==> config.mk <==
export PLATFORM = sky130hd
export DESIGN_NAME = load_store_unit
export DESIGN_NICKNAME = d
export VERILOG_FILES = /design/src/rtl/load_store_unit.sv
export SDC_FILE = /design/constraint.sdc
export NUM_CORES = 1
export LEC_CHECK = 0
export ABC_AREA = 0
export CAP_MARGIN = 20
export CORE_MARGIN = 2
export CORE_UTILIZATION = 45
export DETAILED_ROUTE_END_ITERATION = 6
export PLACE_DENSITY_LB_ADDON = 0.2
export SYNTH_ARGS = -nofsm -noshare
export SYNTH_HDL_FRONTEND = slang
export SYNTH_SLANG_ARGS = --single-unit
export TNS_END_PERCENT = 5
==> constraint.sdc <==
create_clock -name Clock -period 3.48 [get_ports Clock]
set_input_delay 0.696 -clock Clock [delete_from_list [all_inputs] [get_ports Clock]]
set_output_delay 0.696 -clock Clock [all_outputs]
set_load 0.01 [all_outputs]
==> src/rtl/load_store_unit.sv <==
// Byte/half/word load-store unit in front of a word-addressed DataMemory.
// Build option: LSU_MISALIGN_TRAP_EN drops misaligned word/half requests with a Misaligned pulse.
module load_store_unit #(
  parameter int MEM_ADDR_W = 6
) (
  input  logic                  Clock,
  input  logic                  Reset,
  input  logic                  Req,
  output logic                  Ready,
  input  logic [2:0]            Op,
  input  logic [31:0]           Addr,
  input  logic [31:0]           StoreData,
  output logic [31:0]           LoadData,
  output logic                  LoadValid,
  output logic                  Misaligned,
  output logic [MEM_ADDR_W-1:0] MemAddress,
  output logic [31:0]           MemWriteData,
  output logic                  MemoryRead,
  output logic                  MemoryWrite,
  input  logic [31:0]           MemReadData
);

  typedef enum logic [2:0] {
    OP_LB  = 3'b000, OP_LH  = 3'b001, OP_LW = 3'b010, OP_LBU = 3'b011,
    OP_LHU = 3'b100, OP_SB  = 3'b101, OP_SH = 3'b110, OP_SW  = 3'b111
  } op_e;

  typedef enum logic [2:0] {S_IDLE, S_RD, S_RESP, S_MERGE, S_WR} state_e;

  state_e                state, state_nxt;
  op_e                   op_q;
  logic [1:0]            off_q;
  logic [31:0]           data_q;
  logic [MEM_ADDR_W-1:0] word_q;

  op_e        op_in;
  logic       accept, trap, is_word_in, is_half_in;
  logic [1:0] off_in;
  logic [31:0] load_ext, merged;
  logic       unused_addr;

  assign op_in       = op_e'(Op);
  assign accept      = Req && Ready;
  assign is_word_in  = op_in inside {OP_LW, OP_SW};
  assign is_half_in  = op_in inside {OP_LH, OP_LHU, OP_SH};
  assign unused_addr = ^Addr[31:MEM_ADDR_W+2];

`ifdef LSU_MISALIGN_TRAP_EN
  assign off_in = Addr[1:0];
  assign trap   = accept && ((is_word_in && Addr[1:0] != 2'b00) || (is_half_in && Addr[0]));

  always_ff @(posedge Clock or posedge Reset) begin
    if (Reset) Misaligned <= 1'b0;
    else       Misaligned <= trap;
  end
`else
  // Without the trap the offset is silently aligned to the access size.
  assign off_in     = is_word_in ? 2'b00 : (is_half_in ? {Addr[1], 1'b0} : Addr[1:0]);
  assign trap       = 1'b0;
  assign Misaligned = 1'b0;
`endif

  always_ff @(posedge Clock or posedge Reset) begin
    if (Reset) begin
      state     <= S_IDLE;
      op_q      <= OP_LB;
      off_q     <= '0;
      data_q    <= '0;
      word_q    <= '0;
      LoadData  <= '0;
      LoadValid <= 1'b0;
    end else begin
      state     <= state_nxt;
      LoadValid <= (state == S_RESP);
      if (state == S_RESP) LoadData <= load_ext;
      if (accept) begin
        op_q   <= op_in;
        off_q  <= off_in;
        data_q <= StoreData;
        word_q <= Addr[MEM_ADDR_W+1:2];
      end
    end
  end

  // Big-endian lanes: offset 0 is the most significant byte/half.
  always_comb begin
    logic [7:0]  lane_b;
    logic [15:0] lane_h;
    lane_b = '0;
    case (off_q)
      2'd0: lane_b = MemReadData[31:24];
      2'd1: lane_b = MemReadData[23:16];
      2'd2: lane_b = MemReadData[15:8];
      default: lane_b = MemReadData[7:0];
    endcase
    lane_h = off_q[1] ? MemReadData[15:0] : MemReadData[31:16];
    case (op_q)
      OP_LB:   load_ext = {{24{lane_b[7]}}, lane_b};
      OP_LBU:  load_ext = {24'h0, lane_b};
      OP_LH:   load_ext = {{16{lane_h[15]}}, lane_h};
      OP_LHU:  load_ext = {16'h0, lane_h};
      default: load_ext = MemReadData;
    endcase
  end

  always_comb begin
    merged = MemReadData;
    if (op_q == OP_SH) begin
      if (off_q[1]) merged[15:0]  = data_q[15:0];
      else          merged[31:16] = data_q[15:0];
    end else begin
      case (off_q)
        2'd0: merged[31:24] = data_q[7:0];
        2'd1: merged[23:16] = data_q[7:0];
        2'd2: merged[15:8]  = data_q[7:0];
        default: merged[7:0] = data_q[7:0];
      endcase
    end
  end

  always_comb begin
    state_nxt    = state;
    Ready        = 1'b0;
    MemoryRead   = 1'b0;
    MemoryWrite  = 1'b0;
    MemWriteData = '0;
    MemAddress   = word_q;
    case (state)
      S_IDLE: begin
        Ready = 1'b1;
        if (accept && !trap) state_nxt = (op_in == OP_SW) ? S_WR : S_RD;
      end
      S_RD: begin
        MemoryRead = 1'b1;
        state_nxt  = (op_q inside {OP_SB, OP_SH}) ? S_MERGE : S_RESP;
      end
      S_RESP: state_nxt = S_IDLE;
      S_MERGE: begin
        MemoryWrite  = 1'b1;
        MemWriteData = merged;
        state_nxt    = S_IDLE;
      end
      S_WR: begin
        MemoryWrite  = 1'b1;
        MemWriteData = data_q;
        state_nxt    = S_IDLE;
      end
      default: state_nxt = S_IDLE;
    endcase
  end

endmodule

# Yosys cells after proc, flatten, opt, wreduce, memory -nomap -nowiden
# Index checks and enable logic that the tools add are counted.
[totals]
out_inout_bits = 75
elab_cells = 53
regBits = 79
[op_classes]
eq_ne = 17
n_mux = 20
n_reduce_logical = 9
[op_table]
columns = ["cell", "count"]
rows = [
  ["$pmux W32 S4", 1],
  ["$pmux W32 S2", 1],
  ["$mux W16", 3],
  ["$mux W32", 1],
  ["$mux W8", 4],
  ["$pmux W8 S3", 1],
  ["$eq A3 B3 Y1 const B", 7],
  ["$eq A3 B2 Y1 const B", 4],
  ["$eq A3 B1 Y1 const B", 3],
  ["$logic_not A3 Y1", 2],
  ["$mux W3", 2],
  ["$pmux W3 S2", 1],
  ["$mux W1", 5],
  ["$reduce_bool A2 Y1", 2],
  ["$reduce_bool A3 Y1", 1],
  ["$reduce_or A3 Y1", 1],
  ["$eq A2 B1 Y1 const B", 1],
  ["$eq A2 B2 Y1 const B", 1],
  ["$logic_not A2 Y1", 1],
  ["$mux W2", 1],
  ["$ne A2 B2 Y1 const B", 1],
  ["$reduce_or A2 Y1", 1],
  ["$logic_and A1 B1 Y1", 1],
]

# Longest topological paths before layout
[logic_depth]
depth_word = 5
mapped_depth = 7

# Worst setup path before layout
# OpenSTA, ideal clock, no wires.
[synth_timing]
path_kind = "register to output"
from = "register off_q[1]"
to = "output port MemWriteData[30]"
slack_ns = 1.190
stages_incl_launch_ff = 7
t_arrival_ns = 1.594
n_path_buf = 3
path_cell_list = "dfrtp_1 -> buf_4 -> buf_6 -> buf_2 -> a21oi_1 -> o22ai_1 -> o21ai_0"
[synth_between]
elab_chain_len = 4
[synth_rtl]
columns = ["item", "line", "text"]
rows = [
  ["start: declaration", "32", "logic [1:0] off_q;"],
  ["start signal: assignment", "78", "off_q <= off_in;"],
  ["$logic_not A2 Y1", "112", "case (off_q)"],
  ["$mux W8", "112", ""],
  ["$mux W32 (*)", "108", "if (op_q == OP_SH) begin"],
  ["$pmux W32 S2 (*)", "128", "case (state)"],
  ["end: declaration", "17", "output logic [31:0] MemWriteData,"],
]
# Mark *: on every way between the ends. The rest lies on a longest branch, timed or not.

# Worst setup path after layout
[layout_timing]
from = "register off_q[1]"
to = "output port MemWriteData[2]"
[layout_between]
elab_chain_len = 5
[layout_rtl]
columns = ["item", "line"]
rows = [
  ["$eq A2 B2 Y1, or another cell as far along", "112"],
  ["$reduce_or A3 Y1 (no source line)", "--"],
  ["$mux W8", "112"],
  ["$mux W32 (*)", "108"],
  ["$pmux W32 S2 (*)", "128"],
]
# Marks and branches as above.

==> metrics <==
Peak VDD IR around 330 uV; GRT Residual Overflow 0; Layout fillers between 800 and 900; worst r2r src off_q[0]$_DFFE_PP0P_; initial drt markers about 350; Layout Skew ~0.012 ns; Slew Limit Fails 0; hold path start data_q[21]$_DFFE_PP0P_; WHS Endpoint data_q[21]$_DFFE_PP0P_; I/O Buffers between 150 and 200; Setup CP Type reg2out; worst hold path stage count 2; full die area 0.0110 mm2; post-DP HPWL between 10 and 15 mm; nets@finish slightly below 800; Cell Chain, Critical Path inv_1 > a21oi_1 > nor2_1 > a22o_1 > clkdlybuf4s50_1; unrepaired setup endpoints after global routing false; synth top area cells dfrtp_1 (43%), nand2_1 (13%), o22ai_1 (3.9%); CTS buffer count 9; # diodes 0; Final Core Density between 60% and 70%; EDFF count, synth 0; vias in the first global route 4,334; HP Class reg2reg; Crit Reg-Reg Endpoint LoadData[8]$_DFFE_PP0P_; top-area cell type share of the netlist area 43.0%; Worst setup SP type register; Routed Antenna Nets 0; max incr delay on CP 0.55 ns; Post-route DRC 0; Req. time, crit path ~2.8 ns; area leader, netlist dfrtp_1; Setup TNS Final 0 ns; chip height 105 um; most frequent cells in the layout nand2_1 (155), clkdlybuf4s50_1 (151), dfrtp_1 (78), nor2_1 (39), o21ai_0 (33); Seq/Total Area, Yosys a little over two fifths; routed via count around 4.6k; worst slew pin tran slightly below 0.9 ns; Distinct cells, synth 46; outcome complete, no violations; Crit Path Max Fanout 13; Critical Path Slowest Stage Cell clkdlybuf4s50_1; initial antenna violation count 0; average size of a mapped cell about 8.5 um2; CTS max path bufs 2; Clock Latency Late Sink about 0.35 ns; vias per inst 5.69; DIE WIDTH 105 um; Leak about 0.0027 uW; fraction of registers with async set/reset between 90% and 100%; CTS tree done; Setup WS pre-CTS roughly 0.54 ns; Post-Syn Nets 640; Worst slew margin 40.7%; post-synthesis cell count ~540; Ports 177; routed len/inst ~18 um; Yosys reg bits 79; H-tree depth 3; Pre-antenna DRT Iters 5; CP Data Arrival Time 2.59 ns; max cap viols 0; Area Overhead vs Synth 39.2%; GP Congestion 0.906; Final setup viols 0; Critical Path Sink Type output port; final worst slack between 0.15 and 0.2 ns; total length of routed wires 14.3 mm; Mapped Area between 0.004 and 0.005 mm2; pwr dens a little under 900 mW/mm2; clk root buf clkbuf_8; Reg2Reg Depth 5; final worst path period need roughly 3.3 ns; Period Utilization, post-route a little over nine tenths; Starting Density between 40% and 50%; Final Hold Fails 0; Ys Warns 0; Std-Cell Rows 36; global-route wire length before repair around 23 mm; Reg clk slew, reported paths 0.08 ns; Placeable Area around 0.0099 mm2; commonest non-fill, non-tap cell in the layout nand2_1; Total GRT Usage between 20% and 30%; pin count of the biggest net entering global routing between 50 and 60; Tot Pwr around 5500 uW; Top FF cell, synth dfrtp_1; reg2reg setup slack roughly 1.3 ns; FMAX between 300 and 400 MHz; CTS Sinks just under 80; layout cell share with drive strength beyond 1 between 9 and 10%
-- per-stage QoR --
stage          cells  hold WS [ns]  cell area, um2
2_1_floorplan    538         0.446            4600
5_1_grt          809         0.504            6400
3_3_place_gp     792         0.459            6140
4_1_cts          808         0.482            6360
3_5_place_dp     792         0.462            6140
6_report         809         0.479            6400
-- worst max-delay path: cells and delay by family (launching register included) --
family / cells / cell delay [ns]
DFF: 1 / 0.52
AOI/OAI and AO/OA: 2 / 0.35
buffers and inverters: 2 / 0.94
and+or+nand+nor: 1 / 0.43
-- power by group --
part	leakage, uW	switching, uW	internal (uW)
registers	0.000948	320	1370
logic	0.00167	1640	1430
clock network	0.000110	352	424
total	0.00272	2310	3220
-- worst max path at each step --
stage,slack [ns],to,start,cells past startpoint
after floorplan,0.76,LoadData[0]$_DFFE_PP0P_,Reset,1
final,0.20,MemWriteData[2],off_q[1]$_DFFE_PP0P_,5
after global routing,0.09,MemWriteData[7],off_q[1]$_DFFE_PP0P_,5
after CTS,0.17,MemWriteData[28],op_q[0]$_DFFE_PP0P_,5
after detailed placement,0.54,MemWriteData[28],MemReadData[28],4
after global placement,0.54,MemWriteData[23],MemReadData[23],4
-- layer usage --
layer | vias to the layer above | part of all wire (%) | global-route usage [%]
li1 | 2130 | - | -
met1 | 2174 | 41 | 35.0
met2 | 255 | 48 | 41.6
met3 | 43 | 8.7 | 6.05
met4 | 0 | 2.7 | 8.95
met5 | - | 0 | 0
-- sequential cells by signal (all words and copies together) (netlist names) --
signal	flops
MemAddress	6
off_q	2
op_q	3
LoadData	32
data_q	32
LoadValid	1
state	3
-- cells in the mapped netlist (4+ instances only) --
master      n
nor2_1     39
dfrtp_1    79
o21bai_1    4
o31ai_1     7
a22o_1      8
o22ai_1    29
o21ai_0    33
nor3_1     11
a21oi_2    12
nand2b_1    6
mux4_2      8
a21oi_1    26
o221ai_1    4
mux2_2      9
nor2b_1     9
mux2i_1    17
nand2_1   155
inv_1      11
buf_2      16
nand3_1     4
clkbuf_1   14
-- cell families (layout without fill, tap and decap cells) --
group,count (synthesis),in the layout,share of synthesized area [%]
xor+xnor,4,4,0.762
simple gates,235,235,21.6
mux,34,34,9.83
compound gates,135,135,19.1
buf+inv,50,188,5.66
other cells,1,1,0.0816
flops,79,79,43.0
-- final cells by class --
type	instances	area [um2]	share of cell area, %
Multi-Input combinational cell	409	2370	37.1
Sequential cell	79	1980	30.9
Timing Repair Buffer	160	1610	25.2
Tap cell	133	166	2.60
Clock buffer	11	141	2.21
Clock inverter	5	81.3	1.27
Inverter	12	47.5	0.743
-- repair_timing --
action / CTS / global route
resized for setup: 0 / 3
hold buffers: 0 / 0
endpoints found under the hold margin: 0 / 0
endpoints found under the setup margin: 0 / 6
setup buffers: 0 / 0
(Power assumes the default switching activity.)
